### config.mk
export PLATFORM = sky130hd
export DESIGN_NAME = dec_to_bin_flat
export DESIGN_NICKNAME = d
export VERILOG_FILES = /design/src/rtl/dec_to_bin_pkg.sv /design/src/rtl/dec_to_bin_if.sv /design/src/rtl/dec_to_bin_adj.sv /design/src/rtl/dec_to_bin.sv /design/src/flat_wrapper.sv
export SDC_FILE = /design/constraint.sdc
export NUM_CORES = 1
export LEC_CHECK = 0
export BUFFER_PORTS_ARGS = -buffer_cell sky130_fd_sc_hd__buf_4
export CAP_MARGIN = 0
export CORE_MARGIN = 2
export CORE_UTILIZATION = 50
export CTS_BUF_LIST = sky130_fd_sc_hd__clkbuf_16
export DETAILED_ROUTE_END_ITERATION = 7
export HOLD_SLACK_MARGIN = 0.05
export PLACE_DENSITY = 0.78
export SYNTH_ARGS = -nofsm -noshare
export SYNTH_HDL_FRONTEND = slang
export SYNTH_SLANG_ARGS = --single-unit
export TNS_END_PERCENT = 5
### constraint.sdc
create_clock -name clk -period 1.55 [get_ports clk]
set_input_delay 0.3875 -clock clk [delete_from_list [all_inputs] [get_ports clk]]
set_output_delay 0.3875 -clock clk [all_outputs]
set_load 0.01 [all_outputs]
### src/rtl/dec_to_bin_pkg.sv
// Shared types and constants for the BCD-to-binary converter.
package dec_pkg;

  localparam int DIGITS  = 3;
  localparam int ITER    = 10;
  localparam int ACC_W   = 10;
  localparam int BIN_W   = 8;
  localparam int BIN_MAX = 255;
  localparam int BCD_W   = 4 * DIGITS;
  localparam int CNT_W   = 4;

  typedef enum logic [1:0] {
    IDLE   = 2'd0,
    SHIFT  = 2'd1,
    FINISH = 2'd2
  } state_t;

  // True when a BCD digit is a legal decimal digit (0..9).
  function automatic logic digit_ok(input logic [3:0] d);
    return d <= 4'd9;
  endfunction

endpackage

### src/rtl/dec_to_bin_if.sv
// Request/result bundle of the converter.
// Handshake: start is a request sampled only while the converter is idle;
// busy is high from the accepting edge until the edge that raises done;
// done is a one-cycle pulse marking bin/err/ovf valid, which then hold
// until the next accepted start (err/ovf clear there, bin holds until done).
interface dec_to_bin_if;
  import dec_pkg::*;

  logic               start;
  logic [3:0]         bit3;
  logic [3:0]         bit2;
  logic [3:0]         bit1;
  logic [BIN_W-1:0]   bin;
  logic               busy;
  logic               done;
  logic               err;
  logic               ovf;
  state_t             state;

  modport master (
    output start, bit3, bit2, bit1,
    input  bin, busy, done, err, ovf, state
  );

  modport slave (
    input  start, bit3, bit2, bit1,
    output bin, busy, done, err, ovf, state
  );

endinterface

### src/rtl/dec_to_bin_adj.sv
// Reverse double-dabble correction for one BCD digit: subtract 3 if >= 8.
module bcd_adj_digit (
  input  logic [3:0] d,
  output logic [3:0] q
);

  // Digits of 8 or more came from a halved tens-carry and need the fixup.
  always_comb begin
    q = d;
    if (d >= 4'd8) q = d - 4'd3;
  end

endmodule

### src/rtl/dec_to_bin.sv
// Three-digit BCD to 8-bit binary converter (reverse double-dabble),
// with invalid-digit error and saturation above 255.
module dec_to_bin
  import dec_pkg::*;
(
  input  logic          clk,
  input  logic          rst_n,
  dec_to_bin_if.slave   bus
);

  state_t             state, state_nxt;
  logic [BCD_W-1:0]   bcd, bcd_nxt;
  logic [ACC_W-1:0]   acc, acc_nxt;
  logic [CNT_W-1:0]   cnt, cnt_nxt;
  logic [BIN_W-1:0]   bin_q, bin_nxt;
  logic               busy_q, busy_nxt;
  logic               done_q, done_nxt;
  logic               err_q, err_nxt;
  logic               ovf_q, ovf_nxt;

  logic [BCD_W+ACC_W-1:0] shifted;
  logic [BCD_W-1:0]       bcd_sh;
  logic [BCD_W-1:0]       bcd_adj;
  logic [ACC_W-1:0]       acc_sh;

  assign shifted = {bcd, acc} >> 1;
  assign bcd_sh  = shifted[BCD_W+ACC_W-1:ACC_W];
  assign acc_sh  = shifted[ACC_W-1:0];

  for (genvar g = 0; g < DIGITS; g++) begin : g_adj
    bcd_adj_digit u_adj (
      .d (bcd_sh[4*g +: 4]),
      .q (bcd_adj[4*g +: 4])
    );
  end

  // State, datapath and output registers.
  always_ff @(posedge clk or negedge rst_n) begin
    if (!rst_n) begin
      state  <= IDLE;
      bcd    <= '0;
      acc    <= '0;
      cnt    <= '0;
      bin_q  <= '0;
      busy_q <= 1'b0;
      done_q <= 1'b0;
      err_q  <= 1'b0;
      ovf_q  <= 1'b0;
    end else begin
      state  <= state_nxt;
      bcd    <= bcd_nxt;
      acc    <= acc_nxt;
      cnt    <= cnt_nxt;
      bin_q  <= bin_nxt;
      busy_q <= busy_nxt;
      done_q <= done_nxt;
      err_q  <= err_nxt;
      ovf_q  <= ovf_nxt;
    end
  end

  // Next-state and next-output logic; done is a pulse, everything else holds.
  always_comb begin
    state_nxt = state;
    bcd_nxt   = bcd;
    acc_nxt   = acc;
    cnt_nxt   = cnt;
    bin_nxt   = bin_q;
    busy_nxt  = busy_q;
    done_nxt  = 1'b0;
    err_nxt   = err_q;
    ovf_nxt   = ovf_q;
    unique case (state)
      IDLE: begin
        if (bus.start) begin
          bcd_nxt  = {bus.bit3, bus.bit2, bus.bit1};
          acc_nxt  = '0;
          cnt_nxt  = '0;
          err_nxt  = 1'b0;
          ovf_nxt  = 1'b0;
          busy_nxt = 1'b1;
          if (!digit_ok(bus.bit3) || !digit_ok(bus.bit2) || !digit_ok(bus.bit1)) begin
            err_nxt   = 1'b1;
            state_nxt = FINISH;
          end else begin
            state_nxt = SHIFT;
          end
        end
      end
      SHIFT: begin
        bcd_nxt = bcd_adj;
        acc_nxt = acc_sh;
        cnt_nxt = cnt + 1'b1;
        if (cnt == CNT_W'(ITER - 1)) state_nxt = FINISH;
      end
      FINISH: begin
        // Overflow is judged on the full accumulator, not its low byte.
        if (err_q) begin
          bin_nxt = '0;
        end else if (acc > ACC_W'(BIN_MAX)) begin
          bin_nxt = BIN_W'(BIN_MAX);
          ovf_nxt = 1'b1;
        end else begin
          bin_nxt = acc[BIN_W-1:0];
        end
        done_nxt  = 1'b1;
        busy_nxt  = 1'b0;
        state_nxt = IDLE;
      end
      default: state_nxt = IDLE;
    endcase
  end

  assign bus.bin   = bin_q;
  assign bus.busy  = busy_q;
  assign bus.done  = done_q;
  assign bus.err   = err_q;
  assign bus.ovf   = ovf_q;
  assign bus.state = state;

endmodule

### src/flat_wrapper.sv
// flat-port wrapper written by rule: the top's interface ports become plain ports
module dec_to_bin_flat import dec_pkg::*;
  (clk, rst_n, bus_start, bus_bit3, bus_bit2, bus_bit1, bus_bin, bus_busy, bus_done, bus_err, bus_ovf, bus_state);
  dec_to_bin_if bus_i ();
  input  logic clk;
  input  logic rst_n;
  input wire logic [$bits(bus_i.start)-1:0] bus_start;
  input wire logic [$bits(bus_i.bit3)-1:0] bus_bit3;
  input wire logic [$bits(bus_i.bit2)-1:0] bus_bit2;
  input wire logic [$bits(bus_i.bit1)-1:0] bus_bit1;
  output wire logic [$bits(bus_i.bin)-1:0] bus_bin;
  output wire logic [$bits(bus_i.busy)-1:0] bus_busy;
  output wire logic [$bits(bus_i.done)-1:0] bus_done;
  output wire logic [$bits(bus_i.err)-1:0] bus_err;
  output wire logic [$bits(bus_i.ovf)-1:0] bus_ovf;
  output wire logic [$bits(bus_i.state)-1:0] bus_state;
  assign bus_i.start = bus_start;
  assign bus_i.bit3 = bus_bit3;
  assign bus_i.bit2 = bus_bit2;
  assign bus_i.bit1 = bus_bit1;
  assign bus_bin = bus_i.bin;
  assign bus_busy = bus_i.busy;
  assign bus_done = bus_i.done;
  assign bus_err = bus_i.err;
  assign bus_ovf = bus_i.ovf;
  assign bus_state = bus_i.state;
  dec_to_bin u_core (.clk(clk), .rst_n(rst_n), .bus(bus_i));
endmodule
==> results.md <==
* FP Rows at 22
* Endpoints failing setup at 0
* FF+latch count, synth at 40
* Critical R2R Launch: u_core.bus.state[0]
* EDFF count, synth at 0
* Top post-synthesis cells by area: dfrtp_1 52%, a22o_1 5.0%, ha_1 3.9%
* DPL Wire Length at ~2800 microns
* Routed WL at 3940 microns
* Combinational Power Share at 0.371
* R2R Setup Slk at 90 ps
* Reg2reg path depth at 3
* Num CTS Buffers at 5
* RSZ-0062 raised after global routing: false
* Clock root cell: clkbuf_16
* Final hold vios at 0
* Post-CTS setup buffers at 0
* Die area at 4350 sq um
* Initial antenna violation count at 0
* Setup crit start: u_core.bus.state[0]
* Clock latency at the later pin of the worst-skew pair at ~290 ps
* First DRT Iteration DRCs at 185
* Most frequent cell after synthesis: dfrtp_1
* Vias at 1,391
* CP max stage delay at 560 ps
* Crit Path Class: register to register
* Tightest Hold Check Type: input port to asynchronous set/reset pin
* ANT cells at 0
* GR Overflow Total at 0
* Fin util at 0.627
* CP required at 1740 ps
* Clk network pwr share at 0.250
* Synth async-reset ratio at 1.00
* Syn nets at 197
* Share of cells above drive strength 1 at 0.223
* Routed vias/inst at 5.48
* CP Cell Sequence: o21bai_4, a22oi_1, o21ai_0
* Slowest cell on the critical path: o21bai_4
* Setup crit start kind: register
* RD Place Congestion at 0.873
* CTS clock-pin slew for the worst setup and hold paths at approximately 60 ps
* CTS sink count at 40
* Post-cts hold buffer count at 0
* Vias in the first global route at between 1,000 and 1,500
* Ys flop type: dfrtp_1
* H-tree levels at 2
* Syn. warnings at 0
* Sequential power share at 0.379
* First-pass GRT wire length at roughly 6500 microns
* CP arrival at 1650 ps
* CTS tree: built
* Leading area contributor after synthesis: dfrtp_1
* Post-DRT Antenna Nets at 0
* Minimum clock period at 1460 ps
* Period utilization at 0.943
* Total Power Consumption at 4.74 mW
* Most frequent cells after synthesis: 40 x dfrtp_1, 18 x nand2_1, 13 x nor2_1, 11 x a22o_1, 10 x inv_1
* CP endpoint kind: register
* Number of I/O pins at 29
* Synth cell types at 35
* Final max-slew violation count at 0
* Pre-antenna DRT Iters at 4
* Worst-Margin Slew at 628 ps
* Synthesis-to-finish area growth at 20.4%
* DRC at 0
* Net Switching at 1.74 mW
* Run status: completed
* Worst-case clock buffer depth at 2
* CP Max Fanout at 26
* GRT Resource Usage Total at 0.196
* Worst vdd ir at between 1 and 1.5 mV
* Power Dens Cells at roughly 2000 nW/um^2
* Max-slew headroom at the worst pin at 0.580
* Final layout net count at 226
* Largest net degree at the start of global routing at 41
* Synth top area share at 0.521
* Power Internal at roughly 3 mW
* Fin Clk Skew at 6.63 ps
* Initial Utilization at 0.521
* Post_cts resized at 0
* Core Area at roughly 3700 sq um
* Die width at 66.0 microns
* Wire length per cell at 15.5 microns
* Filler cells at 312
* MaxCap Viol Count at 0
* Syn Std Cell Area at 1920 sq um
* Sw Ratio at 0.367
* P_leak at 1.10 nW
* I/O Buffers at 28
* Setup TNS at 0 ps
* FF-to-FF End: u_core.bcd[2]
* Die Y at 66.0 microns
* Register area share after synthesis at 0.521
* Post-Synthesis Cells at 176
* F_max at around 680 MHz
* Syn Area/Cell at 10.9 sq um
[routing by layer]
metal	vias to the layer above	GRT usage	wire length [microns]
met5	-	0	0
met4	0	0.0561	46
met3	5	0.0545	209
met2	38	0.330	1970
met1	666	0.248	1720
li1	682	-	-
[area by class of cell]
cell class              count  area (sq um)  area share
inverters                  10          37.5      0.0162
repair buffers             33           248       0.107
well taps                  48          60.1      0.0260
clock buffers               5           125      0.0541
multi-input cells         115           793       0.343
clock inverters             3          47.5      0.0206
flip-flops and latches     40          1000       0.433
[critical path: cells and delay by family (launching register included)]
kind,cells,cell delay [ps]
compound gates,3,870
flops,1,490
[how the worst max path moves through the flow]
stage	cells past startpoint	slack [ps]	to
after global routing	3	5	u_core.bcd[2]
final	3	90	u_core.bcd[2]
after CTS	3	90	u_core.bcd[2]
after global placement	4	170	u_core.bcd[7]
after floorplan	5	280	u_core.acc[8]
after detailed placement	3	90	u_core.bcd[9]
[kinds of logic (layout without fill, tap and decap cells)]
logic type                 after synthesis  count (layout)  share of synthesized area
xor gates and xnor gates                 4               4                     0.0182
and+or+nand+nor                         46              46                      0.122
AOI/OAI and AO/OA                       52              52                      0.197
buffers and inverters                   21              51                     0.0658
adders and majority gates                6               6                     0.0391
muxes                                    7               7                     0.0365
DFF                                     40              40                      0.521
[registers in the layout, indices dropped and copies added, names as in the netlist]
signal            cells
u_core.acc           10
u_core.bcd           12
u_core.bus.bin        8
u_core.bus.busy       1
u_core.bus.done       1
u_core.bus.err        1
u_core.bus.ovf        1
u_core.bus.state      2
u_core.cnt            4
[cells in the final DEF, fill, tap and decap left out, types with 5 or more instances in the layout]
| master | instances |
|---|---|
| a21oi_1 | 5 |
| a22o_1 | 11 |
| buf_4 | 33 |
| clkbuf_16 | 5 |
| dfrtp_1 | 40 |
| ha_1 | 6 |
| inv_1 | 10 |
| mux2i_1 | 7 |
| nand2_1 | 18 |
| nand2b_1 | 6 |
| nor2_1 | 13 |
| o21ai_0 | 6 |
| o21ai_1 | 5 |
| o22ai_1 | 6 |
| o31ai_1 | 8 |
[power groups by stage]
stage	registers (mW)	logic (mW)	clock network (mW)
after global placement	1.78	1.67	0
after detailed placement	1.81	1.74	0
after floorplan	1.75	1.28	0
after global routing	1.86	1.94	1.25
after CTS	1.79	1.77	1.20
final	1.80	1.76	1.18
[stage by stage]
step	hold WS (ps)	worst slack, ps	instance area, sq um	instances
after CTS	85.5	87.7	2310	254
after global routing	101	5.12	2310	254
after detailed placement	392	92.7	2140	246
final	68.6	88.3	2310	254
after global placement	377	172	2140	246
after floorplan	91.9	278	1920	176
Note: power is estimated with default switching activity, not from simulation.
